### src/rtl/gnn_0_axi_pkg.sv
// gnn_0_axi_pkg: shared beat geometry and read-master state encoding.
package gnn_0_axi_pkg;
    localparam int BEAT_BYTES   = 64;
    localparam int BEAT_SHIFT   = 6;
    localparam int AXI_4K_BYTES = 4096;
    typedef enum logic [1:0] {IDLE, RUN, DONE} rd_state_t;
endpackage

### src/rtl/gnn_0_example_ar_issuer.sv
// gnn_0_example_ar_issuer: AR burst generation with outstanding-burst limit.
// AXI_READ_MASTER_4K_SPLIT_EN clips each burst at the next 4 KiB boundary.
module gnn_0_example_ar_issuer
    import gnn_0_axi_pkg::*;
#(
    parameter int AW        = 64,
    parameter int BW        = 27,
    parameter int MAX_BURST = 64,
    parameter int MAX_OUT   = 4
)(
    input  logic          clk,
    input  logic          rst_n,
    input  logic          load,
    input  logic          active,
    input  logic [AW-1:0] start_addr,
    input  logic [BW-1:0] beats,
    input  logic          arready,
    input  logic          r_last_hs,
    output logic          arvalid,
    output logic [AW-1:0] araddr,
    output logic [7:0]    arlen
);
    localparam int OW = $clog2(MAX_OUT) + 1;
    logic [AW-1:0] next_addr;
    logic [BW-1:0] beats_left, len;
    logic [OW-1:0] outstanding;
    logic          issue, ar_hs;
`ifdef AXI_READ_MASTER_4K_SPLIT_EN
    logic [BW-1:0] room;
    assign room = BW'((AXI_4K_BYTES - int'(next_addr[11:0])) >> BEAT_SHIFT);
`endif
    always_comb begin
        len = (beats_left < BW'(MAX_BURST)) ? beats_left : BW'(MAX_BURST);
`ifdef AXI_READ_MASTER_4K_SPLIT_EN
        len = (room < len) ? room : len;
`endif
    end
    // Only one burst sits on AR at a time; a new one is prepared once the last is accepted.
    assign issue = active && !arvalid && beats_left != '0 && outstanding < OW'(MAX_OUT);
    assign ar_hs = arvalid & arready;
    always_ff @(posedge clk or negedge rst_n) begin
        if (!rst_n) begin
            next_addr   <= '0;
            beats_left  <= '0;
            outstanding <= '0;
            arvalid     <= 1'b0;
            araddr      <= '0;
            arlen       <= '0;
        end else begin
            if (load) begin
                next_addr  <= start_addr;
                beats_left <= beats;
            end else if (issue) begin
                next_addr  <= next_addr + (AW'(len) << BEAT_SHIFT);
                beats_left <= beats_left - len;
                araddr     <= next_addr;
                arlen      <= 8'(len - BW'(1));
            end
            arvalid     <= issue ? 1'b1 : ar_hs ? 1'b0 : arvalid;
            outstanding <= outstanding + OW'(ar_hs) - OW'(r_last_hs);
        end
    end
endmodule

### src/rtl/gnn_0_example_axi_read_master.sv
// gnn_0_example_axi_read_master: AXI4 read master streaming a byte range to the load stage.
// Define AXI_READ_MASTER_4K_SPLIT_EN to split bursts at 4 KiB boundaries.
module gnn_0_example_axi_read_master
    import gnn_0_axi_pkg::*;
#(
    parameter int C_M_AXI_ADDR_WIDTH = 64,
    parameter int C_M_AXI_DATA_WIDTH = 512,
    parameter int C_XFER_SIZE_WIDTH  = 32,
    parameter int C_MAX_BURST_LEN    = 64,
    parameter int C_MAX_OUTSTANDING  = 4
)(
    input  logic                          aclk,
    input  logic                          areset_n,
    input  logic                          read_start,
    input  logic [C_M_AXI_ADDR_WIDTH-1:0] dram_xfer_start_addr,
    input  logic [C_XFER_SIZE_WIDTH-1:0]  dram_xfer_size_in_bytes,
    output logic                          read_done,
    output logic                          m_axi_arvalid,
    input  logic                          m_axi_arready,
    output logic [C_M_AXI_ADDR_WIDTH-1:0] m_axi_araddr,
    output logic [7:0]                    m_axi_arlen,
    input  logic                          m_axi_rvalid,
    output logic                          m_axi_rready,
    input  logic [C_M_AXI_DATA_WIDTH-1:0] m_axi_rdata,
    input  logic                          m_axi_rlast,
    output logic                          data_tvalid,
    input  logic                          data_tready,
    output logic                          data_tlast,
    output logic [C_M_AXI_DATA_WIDTH-1:0] data_tdata
);
    localparam int BW = C_XFER_SIZE_WIDTH - BEAT_SHIFT + 1;
    localparam int SW = C_XFER_SIZE_WIDTH + 1;
    rd_state_t     state, state_nxt;
    logic [BW-1:0] data_beats_left, total_beats;
    logic          run, load, data_hs, r_last_hs;
    // One spare bit keeps the round-up of an all-ones size from wrapping.
    assign total_beats = BW'((SW'(dram_xfer_size_in_bytes) + SW'(BEAT_BYTES - 1)) >> BEAT_SHIFT);
    assign run         = state == RUN;
    assign load        = state == IDLE && read_start && dram_xfer_size_in_bytes != '0;
    assign data_tvalid = m_axi_rvalid & run;
    assign m_axi_rready = data_tready & run;
    assign data_tdata  = m_axi_rdata;
    assign data_hs     = data_tvalid & data_tready;
    assign data_tlast  = data_tvalid & (data_beats_left == BW'(1));
    assign r_last_hs   = m_axi_rvalid & m_axi_rready & m_axi_rlast;
    assign read_done   = state == DONE;
    always_comb begin
        state_nxt = state;
        state_nxt = (state == IDLE && read_start) ? (load ? RUN : DONE) :
                    (run && data_tlast && data_tready) ? DONE :
                    (state == DONE) ? IDLE : state;
    end
    always_ff @(posedge aclk or negedge areset_n) begin
        if (!areset_n) begin
            state           <= IDLE;
            data_beats_left <= '0;
        end else begin
            state           <= state_nxt;
            data_beats_left <= load ? total_beats : data_hs ? data_beats_left - BW'(1) : data_beats_left;
        end
    end
    gnn_0_example_ar_issuer #(
        .AW        (C_M_AXI_ADDR_WIDTH),
        .BW        (BW),
        .MAX_BURST (C_MAX_BURST_LEN),
        .MAX_OUT   (C_MAX_OUTSTANDING)
    ) u_ar_issuer (
        .clk        (aclk),
        .rst_n      (areset_n),
        .load       (load),
        .active     (run),
        .start_addr (dram_xfer_start_addr & ~C_M_AXI_ADDR_WIDTH'(BEAT_BYTES - 1)),
        .beats      (total_beats),
        .arready    (m_axi_arready),
        .r_last_hs  (r_last_hs),
        .arvalid    (m_axi_arvalid),
        .araddr     (m_axi_araddr),
        .arlen      (m_axi_arlen)
    );
endmodule

### config.mk
export PLATFORM = sky130hd
export DESIGN_NAME = gnn_0_example_axi_read_master
export DESIGN_NICKNAME = d
export VERILOG_FILES = /design/src/rtl/gnn_0_axi_pkg.sv /design/src/rtl/gnn_0_example_ar_issuer.sv /design/src/rtl/gnn_0_example_axi_read_master.sv
export SDC_FILE = /design/constraint.sdc
export NUM_CORES = 1
export LEC_CHECK = 0
export BUFFER_PORTS_ARGS = -buffer_cell sky130_fd_sc_hd__buf_2
export CORE_AREA = 2 2 465 467
export CTS_CLUSTER_DIAMETER = 30
export DETAILED_ROUTE_END_ITERATION = 8
export DIE_AREA = 0 0 467 469
export HOLD_SLACK_MARGIN = 0.15
export SLEW_MARGIN = 20
export SYNTH_ARGS = -nofsm -noshare
export SYNTH_HDL_FRONTEND = slang
export SYNTH_SLANG_ARGS = --single-unit
export TNS_END_PERCENT = 10
### constraint.sdc
create_clock -name aclk -period 4 [get_ports aclk]
set_input_delay 0.2 -clock aclk [delete_from_list [all_inputs] [get_ports aclk]]
set_output_delay 0.2 -clock aclk [all_outputs]
set_load 0.05 [all_outputs]
# == Yosys cells after proc, flatten, opt, wreduce, memory -nomap -nowiden ==
# Index checks and enable logic that the tools add are counted.
# totals
input_bits,615
elab_cells,57
ff_bits,196
out_inout_bits,589
# op_classes
n_bitwise,8
n_addsub,7
n_mux,13
eq_ne,3
magnitude_cmp,2
n_reduce_logical,16
# ops
op,count
$mux 27,5
$mux 64,2
$add 64x33->64,1
$add 32x6->33 const B,1
$reduce_bool 32->1,1
$eq 27x1->1 const B,1
$lt 27x7->1 const B,1
$reduce_bool 27->1,1
$sub 27x1->27 const B,1
$sub 27x27->27,1
$mux 2,4
$sub 8x1->8 const B,1
$and 1x1->1,7
$logic_and 1x1->1,7
$reduce_bool 2->1,3
$add 3x1->3,1
$lt 3x3->1 const B,1
$reduce_bool 3->1,1
$sub 3x1->3,1
$eq 2x1->1 const B,1
$eq 2x2->1 const B,1
$logic_not 2->1,1
$mux 1,2
$reduce_and 2->1,1
2 further kinds,2

# == Longest topological paths before layout ==
# Gate-level depths: netlist of run 1.
# logic_depth
ltp_word,7
depth_mapped,17

# == Cells and area by module ==
# From an unflattened synthesis of run 1, not the netlist that was laid out.
# hier_totals
cells_unflattened,1868
hier_area_um2,15521.1
# modules_own_cells
module,cells_per_inst,instances,area_per_inst_um2,seq_area_each_um2
gnn_0_example_ar_issuer,1089,1,9298.9,4179.0
gnn_0_example_axi_read_master,779,1,6222.2,725.7

# == Worst setup path before layout of run 1 ==
# OpenSTA, ideal clock, no wires.
# synth_timing
path_type,reg-to-reg
start,register u_ar_issuer.beats_left[9]
end,register u_ar_issuer.next_addr[56]
period_less_slack_ns,4.291
t_arrival_ns,4.205
slack_ns,-0.291
stages_incl_launch_ff,17
path_buffers,2
path_cell_list,dfrtp_1 > or4_4 > nor4b_4 > and3_1 > buf_4 > clkbuf_1 > and2_1 > ha_1 > fa_1 > a211oi_1 > nor2_1 > o2111ai_1 > a21oi_1 > o31ai_1 > or3_1 > or4_1 > o211ai_1
# synth_via
elab_chain_len,5
elab_cells_between_ends,9
cone_classes,1 x add/sub; 1 x order compare; 3 x mux; 4 x reduce/logical
# synth_rtl
item,line,text
start: declaration,gnn_0_example_ar_issuer.sv:25,"logic [BW-1:0] beats_left, len;"
start signal: assignment,gnn_0_example_ar_issuer.sv:52,beats_left <= beats;
start signal: assignment,gnn_0_example_ar_issuer.sv:55,beats_left <= beats_left - len;
$lt 27x7->1,gnn_0_example_ar_issuer.sv:33,len = (beats_left < BW'(MAX_BURST)) ? beats_left : BW'(MAX_BURST);
$mux 27,gnn_0_example_ar_issuer.sv:33,
$add 64x33->64,gnn_0_example_ar_issuer.sv:54,next_addr <= next_addr + (AW'(len) << BEAT_SHIFT);
$mux 64,gnn_0_example_ar_issuer.sv:53,end else if (issue) begin
$mux 64,gnn_0_example_ar_issuer.sv:50,if (load) begin
end signal: assignment,gnn_0_example_ar_issuer.sv:51,next_addr <= start_addr;
end signal: assignment,gnn_0_example_ar_issuer.sv:54,
end: declaration,gnn_0_example_ar_issuer.sv:24,logic [AW-1:0] next_addr;
# Several ways; a longest one is shown, not always the timed one. The select of a mux whose other input is x is not followed.
# A chain may end at the register's enable or synchronous reset.

# == Worst setup path in the final report of run 1 ==
# Ends and elaborated chain as after synthesis.

==> impl_table.tex, run 1 <==
\begin{tabular}{lr}
\hline
Metric & Value \\
\hline
\multicolumn{2}{l}{\textbf{Pwr}} \\
Power spent charging and discharging nets & 5.55 mW \\
Static leakage & 6.33 nW \\
Part of the total power dissipated in combinational logic & 0.510 \\
Switching portion of total power & 0.507 \\
Peak supply drop & 0.361 mV \\
Proportion of power drawn by the clock network & 0.167 \\
Sequential Power Share & 0.323 \\
Power density over the cells & 649 mW/mm\^{}2 \\
Cell internal power dissipation & 5.40 mW \\
Overall power & 11.0 mW \\
\multicolumn{2}{l}{\textbf{Worst setup path}} \\
List of cells traversed by the critical path & or4\_4 -> nor4b\_4 -> and3\_4 -> buf\_4 -> and2\_4 -> ha\_2 -> buf\_4 -> nor2\_1 -> nand2\_1 -> o2111ai\_2 -> a21oi\_4 -> buf\_12 -> o31ai\_4 -> or3\_4 -> or4\_1 -> o211ai\_1 \\
Cell type with the highest occurrence count on the critical path & buf\_4 \\
First element of the critical path & u\_ar\_issuer.beats\_left[9] \\
Largest delay share family, worst path & simple AND/OR/NAND/NOR gates \\
R2r startpoint & u\_ar\_issuer.beats\_left[9] \\
Register-to-Register Path Depth & 16 \\
Max incr delay on CP & 0.56 ns \\
CP required & 4.41 ns \\
Max Fanout on Critical Path & 6 \\
Register-to-register setup slack & 0.04 ns \\
Endpoint kind of the worst setup timing path & flop \\
Crit Path Class & flop to flop \\
Crit path to & u\_ar\_issuer.next\_addr[56] \\
Critical Path Source Type & flop \\
Total stage count of the critical path & 16 \\
Number of buffers and inverters on the critical path & 3 \\
Terminus of the critical flop-to-flop path & u\_ar\_issuer.next\_addr[56] \\
Standard cell with the maximum stage delay on the critical path & or4\_4 \\
Crit path arrival time & 4.37 ns \\
\multicolumn{2}{l}{\textbf{Synth}} \\
Unique cell type count in the Yosys netlist & 73 \\
Synthesis Warnings & 0 \\
Area of the mapped netlist & 0.0146 mm\^{}2 \\
Post-synth ARST share & 1.00 \\
Synthesized area per cell & 8.29 um\^{}2 \\
Fraction of the yosys area taken by sequential cells & 0.316 \\
Yosys top cell area share & 0.316 \\
Synth Register Bits & 184 \\
Dominant synthesized flop cell & dfrtp\_1 \\
Syn Inst Count & 1,757 \\
Leading cell types by total area after synthesis & dfrtp\_1 (32\%), buf\_4 (27\%), nand2\_1 (7.1\%) \\
Post-synth EDFFs & 0 \\
Cell taking the most area after synthesis & dfrtp\_1 \\
\multicolumn{2}{l}{\textbf{STA}} \\
Final critical path time including I/O delays and setup & 3.96 ns \\
Number of endpoints with negative hold slack in the final report & 0 \\
Final count of pins violating max slew & 4 \\
Final cycle utilization of the critical path & 0.990 \\
Fmax achieved & 0.252 GHz \\
Worst Hold Margin & 0.155 ns \\
Unrepaired setup endpoints after global routing & true \\
Clock Skews & 0.0173 ns \\
Final setup viols & 0 \\
Remaining max-slew budget at the tightest pin & -0.0907 \\
Actual transition at the worst max-transition pin & 1.62 ns \\
\multicolumn{2}{l}{\textbf{Clock tree}} \\
Number of levels in the clock H-tree & 4 \\
Clock sink count & 184 \\
Clock tree from TritonCTS & done \\
Clock Tree Root & clkbuf\_16 \\
Clock network latency to the later pin of the worst-skew pair & 0.49 ns \\
Number of buffers on the longest clock path & 2 \\
Register clock-pin slew on the reported worst setup and hold paths & 0.08 ns \\
Clock buffers created by TritonCTS & 17 \\
\multicolumn{2}{l}{\textbf{Global routing}} \\
Global-route usage over all layers & 0.0951 \\
Maximum number of pins on one net before global-route repair & 78 \\
First-pass GRT wire length & 133 mm \\
Total grt overflow & 0 \\
Number of global-route vias before repair & 11,400 \\
Number of antenna violations at the first check in global routing & 29 \\
\multicolumn{2}{l}{\textbf{Placed design}} \\
Area of placed instances & 0.0155 mm\^{}2 \\
RD Place Congestion & 0.846 \\
Post-detail-place hpwl & 96.1 mm \\
Buffers added on ports & 167 \\
\multicolumn{2}{l}{\textbf{Cells and area}} \\
Layout-stage area growth over the synthesis result & 15.9\% \\
Post-route cell area & 0.0169 mm\^{}2 \\
Storage element area & 0.00460 mm\^{}2 \\
Layout filler cell count & 25,000 \\
Final cell utilization of the core & 0.0789 \\
Fin nets & 2,163 \\
Layout cell share with drive strength beyond 1 & 0.197 \\
Area of combinational cells with multiple inputs & 0.00602 mm\^{}2 \\
\multicolumn{2}{l}{\textbf{Route}} \\
Sum of routed wire length over all layers & 109 mm \\
Total number of vias & 11,700 \\
DR vias/cell & 2.67 \\
Number of nets still failing antenna checks after routing & 0 \\
Total DRC errors in the routed layout & 0 \\
Detailed-route wire length per cell & 25.0 um \\
Initial drt markers & 988 \\
Total iterations of the first detailed-routing run & 5 \\
\multicolumn{2}{l}{\textbf{Die}} \\
Area of the die & 0.219 mm\^{}2 \\
Number of standard-cell rows in the floorplan & 170 \\
Core footprint & 0.214 mm\^{}2 \\
Initial core utilization & 0.0681 \\
Top-level port count & 1,204 \\
Die width & 467 um \\
Die boundary height & 469 um \\
\multicolumn{2}{l}{\textbf{Run}} \\
Maximum capacitance violations & 0 \\
\multicolumn{2}{l}{\textbf{Min path}} \\
Type of the tightest min-delay check & input pin to flop \\
\multicolumn{2}{l}{\textbf{Run status}} \\
Run status & finished, violations left \\
Violations in the final reports & max-slew violations \\
\hline
\end{tabular}
-- per-stage QoR --
step | TNS (ns) | std cells | setup WS, ns
floorplan | 0 | 1782 | 0.00347
global placement | -1.80 | 4267 | -0.298
detailed placement | -2.54 | 4267 | -0.325
CTS | -0.144 | 4365 | -0.0549
global route | -0.410 | 4372 | -0.110
finish | 0 | 4373 | 0.0395
-- metal layers --
metal,global-route usage,wire length (um)
met1,0.0545,21300
met2,0.154,50700
met3,0.109,28300
met4,0.0733,8850
met5,0.00909,257
-- tightest hold or removal path: cells and delay by family --
kind / cells / cell delay [ns]
and+or+nand+nor: 3 / 0.23
buffers and inverters: 1 / 0.17
-- cell type report --
class | count | share of cell area
antenna | 9 | 0.00133
clock buffer | 17 | 0.0252
clock inverter | 15 | 0.0106
inverter | 24 | 0.00534
multi-input combinational | 1001 | 0.357
sequential | 184 | 0.273
tap | 2838 | 0.210
timing repair buffer | 285 | 0.117
-- synth_stat cells (4+ instances only) --
library cell	instances
a31oi_1	12
nand2_1	277
a211oi_1	6
nor2b_1	5
xor2_1	34
nor2_1	79
and3_1	17
or4_1	7
o31ai_1	4
or2_2	4
xnor2_1	54
clkbuf_1	38
and2_1	12
nor4_1	22
or3_1	10
o21a_1	5
nand2b_1	5
buf_2	10
a221o_1	12
o311ai_0	7
o21ai_0	39
nand3_1	43
a21o_1	28
nand4_1	16
ha_1	33
mux2i_1	7
buf_4	522
inv_1	23
nor3_1	33
dfrtp_1	184
a21oi_1	78
o21ai_1	27
a22oi_1	22
o211ai_1	15
-- state kept, by name, indices dropped and copies added (netlist names) --
register and flops:
u_ar_issuer.arvalid 1, state 2, data_beats_left 27, u_ar_issuer.araddr 58
u_ar_issuer.arlen 8, u_ar_issuer.beats_left 27, u_ar_issuer.outstanding 3, u_ar_issuer.next_addr 58
-- timing repair --
item | 4_1_cts | 5_1_grt
endpoints found under the hold margin | 136 | 0
pin swaps | 11 | 7
gates cloned | 0 | 0
buffers inserted | 5 | 0
setup endpoints to repair | 23 | 33
resized for setup | 9 | 17
hold buffers | 61 | 0
-- kinds of logic after synthesis --
family / count (synthesis) / synth area share
buf+inv: 597 / 0.289
simple gates: 554 / 0.176
compound gates: 290 / 0.130
flops: 184 / 0.316
xor+xnor: 88 / 0.0529
fa+ha+maj: 35 / 0.0311
mux: 7 / 0.00481
other cells: 2 / 0.000516
-- power by group through the flow --
stage,Clock (mW),Sequential [mW],Combinational (mW)
finish,1.83,3.53,5.59
global route,1.96,3.65,6.12
CTS,1.91,3.51,5.57
detailed placement,0,3.55,5.46
global placement,0,3.52,5.38
floorplan,0,4.21,4.18
-- layout by cell type (no fill, tap or decap), drive strengths merged, types with 31 or more instances in the layout --
| master | n |
|---|---|
| a21oi | 79 |
| buf | 223 |
| dfrtp | 184 |
| dlygate4sd3 | 61 |
| ha | 33 |
| inv | 31 |
| nand2 | 277 |
| nand3 | 43 |
| nor2 | 79 |
| nor3 | 35 |
| o21ai | 66 |
| xnor2 | 54 |
| xor2 | 34 |
-- worst min-delay path by stage --
stage | endpoint | depth (start not counted) | slack, ns | startpoint
floorplan | data_beats_left[0] | 0 | -0.1 | areset_n
global placement | u_ar_issuer.next_addr[56] | 1 | 0.29 | areset_n
detailed placement | u_ar_issuer.araddr[58] | 1 | 0.30 | areset_n
CTS | state[0] | 4 | 0.15 | data_tready
global route | u_ar_issuer.beats_left[18] | 4 | 0.17 | dram_xfer_size_in_bytes[24]
finish | state[0] | 4 | 0.16 | data_tready
Note: power is estimated with default switching activity, not from simulation.
==> run 2, diff against run 1 <==
--- a/config.mk
+++ b/config.mk
@@ -6,11 +6,14 @@
 export NUM_CORES = 1
 export LEC_CHECK = 0
 export BUFFER_PORTS_ARGS = -buffer_cell sky130_fd_sc_hd__buf_2
-export CORE_AREA = 2 2 465 467
+export CELL_PAD_IN_SITES_DETAIL_PLACEMENT = 0
+export CELL_PAD_IN_SITES_GLOBAL_PLACEMENT = 2
+export CORE_AREA = 2 2 474 476
 export CTS_CLUSTER_DIAMETER = 30
 export DETAILED_ROUTE_END_ITERATION = 8
-export DIE_AREA = 0 0 467 469
+export DIE_AREA = 0 0 476 478
 export HOLD_SLACK_MARGIN = 0.15
+export PLACE_DENSITY_LB_ADDON = 0.1
 export SLEW_MARGIN = 20
 export SYNTH_ARGS = -nofsm -noshare
 export SYNTH_HDL_FRONTEND = slang
==> run 2 against run 1 <==
  * The flow now finishes without violations
  * Routed wire length fell by 35%
  * Final area increased by 4.7%
  * Critical path depth is 1 lower
  * Sequential power rose by 2%
  * Largest cell class unchanged
  * Highest routed layer is now met4
==> impl_table.tex, run 2 (same netlist as run 1, synthesis figures left out) <==
\begin{tabular}{lr}
\hline
Metric & Value \\
\hline
\multicolumn{2}{l}{\textbf{Run status}} \\
Run status & finished clean (was finished, violations left) \\
\multicolumn{2}{l}{\textbf{Cells and area}} \\
Leading registers by flop count & u\_ar\_issuer.araddr x58, u\_ar\_issuer.next\_addr x58 (unchanged) \\
Commonest non-fill, non-tap cells in the layout & nand2\_1 (275), dfrtp\_1 (184), buf\_2 (166) (was nand2\_1 (277), dfrtp\_1 (184), buf\_2 (166)) \\
Layout cell share with drive strength beyond 1 & 0.233 (was 0.197) \\
Leading cell type in the layout, fill and taps excluded & nand2\_1 (unchanged) \\
Number of inserted diodes & 0 (was 9) \\
Layout-stage area growth over the synthesis result & 21.3\% (was 15.9\%) \\
Non-filler instance count after layout & 4,571 (was 4,373) \\
Fin nets & 2,216 (was 2,163) \\
\multicolumn{2}{l}{\textbf{Worst setup path}} \\
Critical Path Source Type & flop (unchanged) \\
Terminus of the critical flop-to-flop path & u\_ar\_issuer.next\_addr[56] (unchanged) \\
Standard cell with the maximum stage delay on the critical path & or4\_4 (unchanged) \\
Register-to-register setup slack & 0.01 ns (was 0.04 ns) \\
Max Fanout on Critical Path & 6 (unchanged) \\
Endpoint kind of the worst setup timing path & flop (unchanged) \\
R2r startpoint & u\_ar\_issuer.beats\_left[10] (was u\_ar\_issuer.beats\_left[9]) \\
Max incr delay on CP & 0.56 ns (about the same) \\
List of cells traversed by the critical path & or4\_4 -> nor4b\_4 -> and3\_4 -> and2\_4 -> ha\_4 -> fa\_2 -> a211oi\_2 -> nor2\_2 -> o2111ai\_2 -> a21oi\_2 -> buf\_12 -> o31ai\_4 -> or3\_4 -> or4\_1 -> o211ai\_1 (was or4\_4 -> nor4b\_4 -> and3\_4 -> buf\_4 -> and2\_4 -> ha\_2 -> buf\_4 -> nor2\_1 -> nand2\_1 -> o2111ai\_2 -> a21oi\_4 -> buf\_12 -> o31ai\_4 -> or3\_4 -> or4\_1 -> o211ai\_1) \\
First element of the critical path & u\_ar\_issuer.beats\_left[10] (was u\_ar\_issuer.beats\_left[9]) \\
Total stage count of the critical path & 15 (was 16) \\
Register-to-Register Path Depth & 15 (was 16) \\
Largest delay share family, worst path & simple AND/OR/NAND/NOR gates (unchanged) \\
CP required & 4.48 ns (was 4.41 ns) \\
Crit Path Class & flop to flop (unchanged) \\
Crit path arrival time & 4.46 ns (was 4.37 ns) \\
Crit path to & u\_ar\_issuer.next\_addr[56] (unchanged) \\
Number of buffers and inverters on the critical path & 1 (was 3) \\
\multicolumn{2}{l}{\textbf{STA}} \\
Remaining max-slew budget at the tightest pin & 0.314 (was -0.0907) \\
Unrepaired setup endpoints after global routing & true (unchanged) \\
Final critical path time including I/O delays and setup & 3.99 ns (was 3.96 ns) \\
Setup ws final & 0.0142 ns (was 0.0395 ns) \\
Final cycle utilization of the critical path & 0.996 (was 0.990) \\
Clock Skews & 0.0247 ns (was 0.0173 ns) \\
Post-Route Setup TNS & 0 ns (unchanged) \\
Final count of pins violating max slew & 0 (was 4) \\
Final setup viols & 0 (unchanged) \\
Actual transition at the worst max-transition pin & 1.02 ns (was 1.62 ns) \\
Number of endpoints with negative hold slack in the final report & 0 (unchanged) \\
Fmax achieved & 0.251 GHz (was 0.252 GHz) \\
\multicolumn{2}{l}{\textbf{Global routing}} \\
Met1 Track Usage GR & 0.0739 (was 0.0545) \\
Total grt overflow & 0 (unchanged) \\
Number of antenna violations at the first check in global routing & 4 (was 29) \\
First-pass GRT wire length & 98.7 mm (was 133 mm) \\
Fraction of met3 tracks used by global routing & 0.0163 (was 0.109) \\
Number of global-route vias before repair & 12,000 (was 11,400) \\
Most Used Layer, Global Route & met2 (unchanged) \\
Global-route usage over all layers & 0.0625 (was 0.0951) \\
Global-route track usage on met2 & 0.105 (was 0.154) \\
Maximum number of pins on one net before global-route repair & 73 (was 78) \\
\multicolumn{2}{l}{\textbf{Placed design}} \\
Post-placement worst setup slack & -0.423 ns (was -0.325 ns) \\
Buffers added on ports & 167 (unchanged) \\
Post-detail-place hpwl & 56.8 mm (was 96.1 mm) \\
Number of cells in the design after placement & 4,459 (was 4,267) \\
RD Place Congestion & 0.650 (was 0.846) \\
\multicolumn{2}{l}{\textbf{Route}} \\
Total number of vias & 11,000 (was 11,700) \\
Total DRC errors in the routed layout & 0 (unchanged) \\
Sum of routed wire length over all layers & 71.5 mm (was 109 mm) \\
Number of nets still failing antenna checks after routing & 0 (unchanged) \\
Initial drt markers & 392 (was 988) \\
DR vias/cell & 2.41 (was 2.67) \\
Detailed-route wire length per cell & 15.7 um (was 25.0 um) \\
Total iterations of the first detailed-routing run & 4 (was 5) \\
\multicolumn{2}{l}{\textbf{Clock tree}} \\
Clock Tree Root & clkbuf\_16 (unchanged) \\
Clock network latency to the later pin of the worst-skew pair & 0.55 ns (was 0.49 ns) \\
Clock buffers created by TritonCTS & 17 (unchanged) \\
Number of levels in the clock H-tree & 4 (unchanged) \\
Register clock-pin slew on the reported worst setup and hold paths & 0.10 ns (was 0.08 ns) \\
Clock sink count & 184 (unchanged) \\
Number of buffers on the longest clock path & 2 (unchanged) \\
Clock tree from TritonCTS & done (unchanged) \\
\multicolumn{2}{l}{\textbf{Die}} \\
Area of the die & 0.228 mm\^{}2 (was 0.219 mm\^{}2) \\
Top-level port count & 1,204 (unchanged) \\
Number of standard-cell rows in the floorplan & 174 (was 170) \\
Initial core utilization & 0.0653 (was 0.0681) \\
Die boundary height & 478 um (was 469 um) \\
Core footprint & 0.223 mm\^{}2 (was 0.214 mm\^{}2) \\
Die width & 476 um (was 467 um) \\
\multicolumn{2}{l}{\textbf{Pwr}} \\
Power density over the cells & 651 mW/mm\^{}2 (was 649 mW/mm\^{}2) \\
Peak supply drop & 0.416 mV (was 0.361 mV) \\
Static leakage & 6.60 nW (was 6.33 nW) \\
\multicolumn{2}{l}{\textbf{Min path}} \\
Type of the tightest min-delay check & input pin to asynchronous set/reset pin (was input pin to flop) \\
\multicolumn{2}{l}{\textbf{Run}} \\
Maximum capacitance violations & 0 (unchanged) \\
\hline
\end{tabular}
-- run 2: cell types whose count changed in the layout (fill, tap and decap cells not counted), moves of 5 or more --
cell / previous run / this run
diode_2: 9 / 0
buf_4: 48 / 84
dlygate4sd3_1: 61 / 75
a21oi_2: 2 / 7
-- run 2: timing repair --
item,4_1_cts,5_1_grt
setup endpoints to repair,41,42
endpoints found under the hold margin,168,0
pin swaps,15,19
setup buffers,2,4
gates resized for setup,23,40
hold buffers,75,0
-- run 2: power by group --
part | total (mW) | switching, mW | internal (mW)
combinational | 5.93 | 3.90 | 2.03
sequential | 3.61 | 0.908 | 2.70
clock | 1.96 | 1.07 | 0.888
total | 11.5 | 5.88 | 5.62
-- run 2: how the worst min path moves through the flow --
stage / start / end / slack, ns / cells after the start
floorplan: areset_n / data_beats_left[0] / -0.1 / 0
global placement: areset_n / u_ar_issuer.araddr[46] / 0.20 / 1
detailed placement: areset_n / u_ar_issuer.araddr[46] / 0.20 / 1
CTS: areset_n / u_ar_issuer.araddr[46] / 0.15 / 2
global route: dram_xfer_size_in_bytes[6] / u_ar_issuer.beats_left[0] / 0.20 / 4
finish: areset_n / u_ar_issuer.next_addr[44] / 0.19 / 2
-- run 2: per-layer routing --
metal / vias to the layer above / wire [um]
li1: 5032 / -
met4: 0 / 2640
met3: 243 / 3480
met2: 389 / 34800
met5: - / 0
met1: 5336 / 30600
-- run 2: cell type report --
class / instances / area [um^2]
Multi-Input combinational cell: 1001 / 6190
Tap cell: 2992 / 3740
Timing Repair Buffer: 338 / 2450
Fill cell: 26100 / 205000
Inverter: 24 / 90.1
Clock buffer: 18 / 429
Clock inverter: 14 / 158
Sequential cell: 184 / 4600
-- run 2: through the flow --
stage               utilization  instance area (um^2)  hold slack [ns]  total power, mW
finish                   0.0792                 17700            0.189             11.5
global route             0.0792                 17700            0.200             12.6
CTS                      0.0782                 17400            0.154             11.8
detailed placement       0.0719                 16000            0.202             9.58
global placement         0.0719                 16000            0.202             9.60
floorplan                     -                 14700          -0.0956             8.39
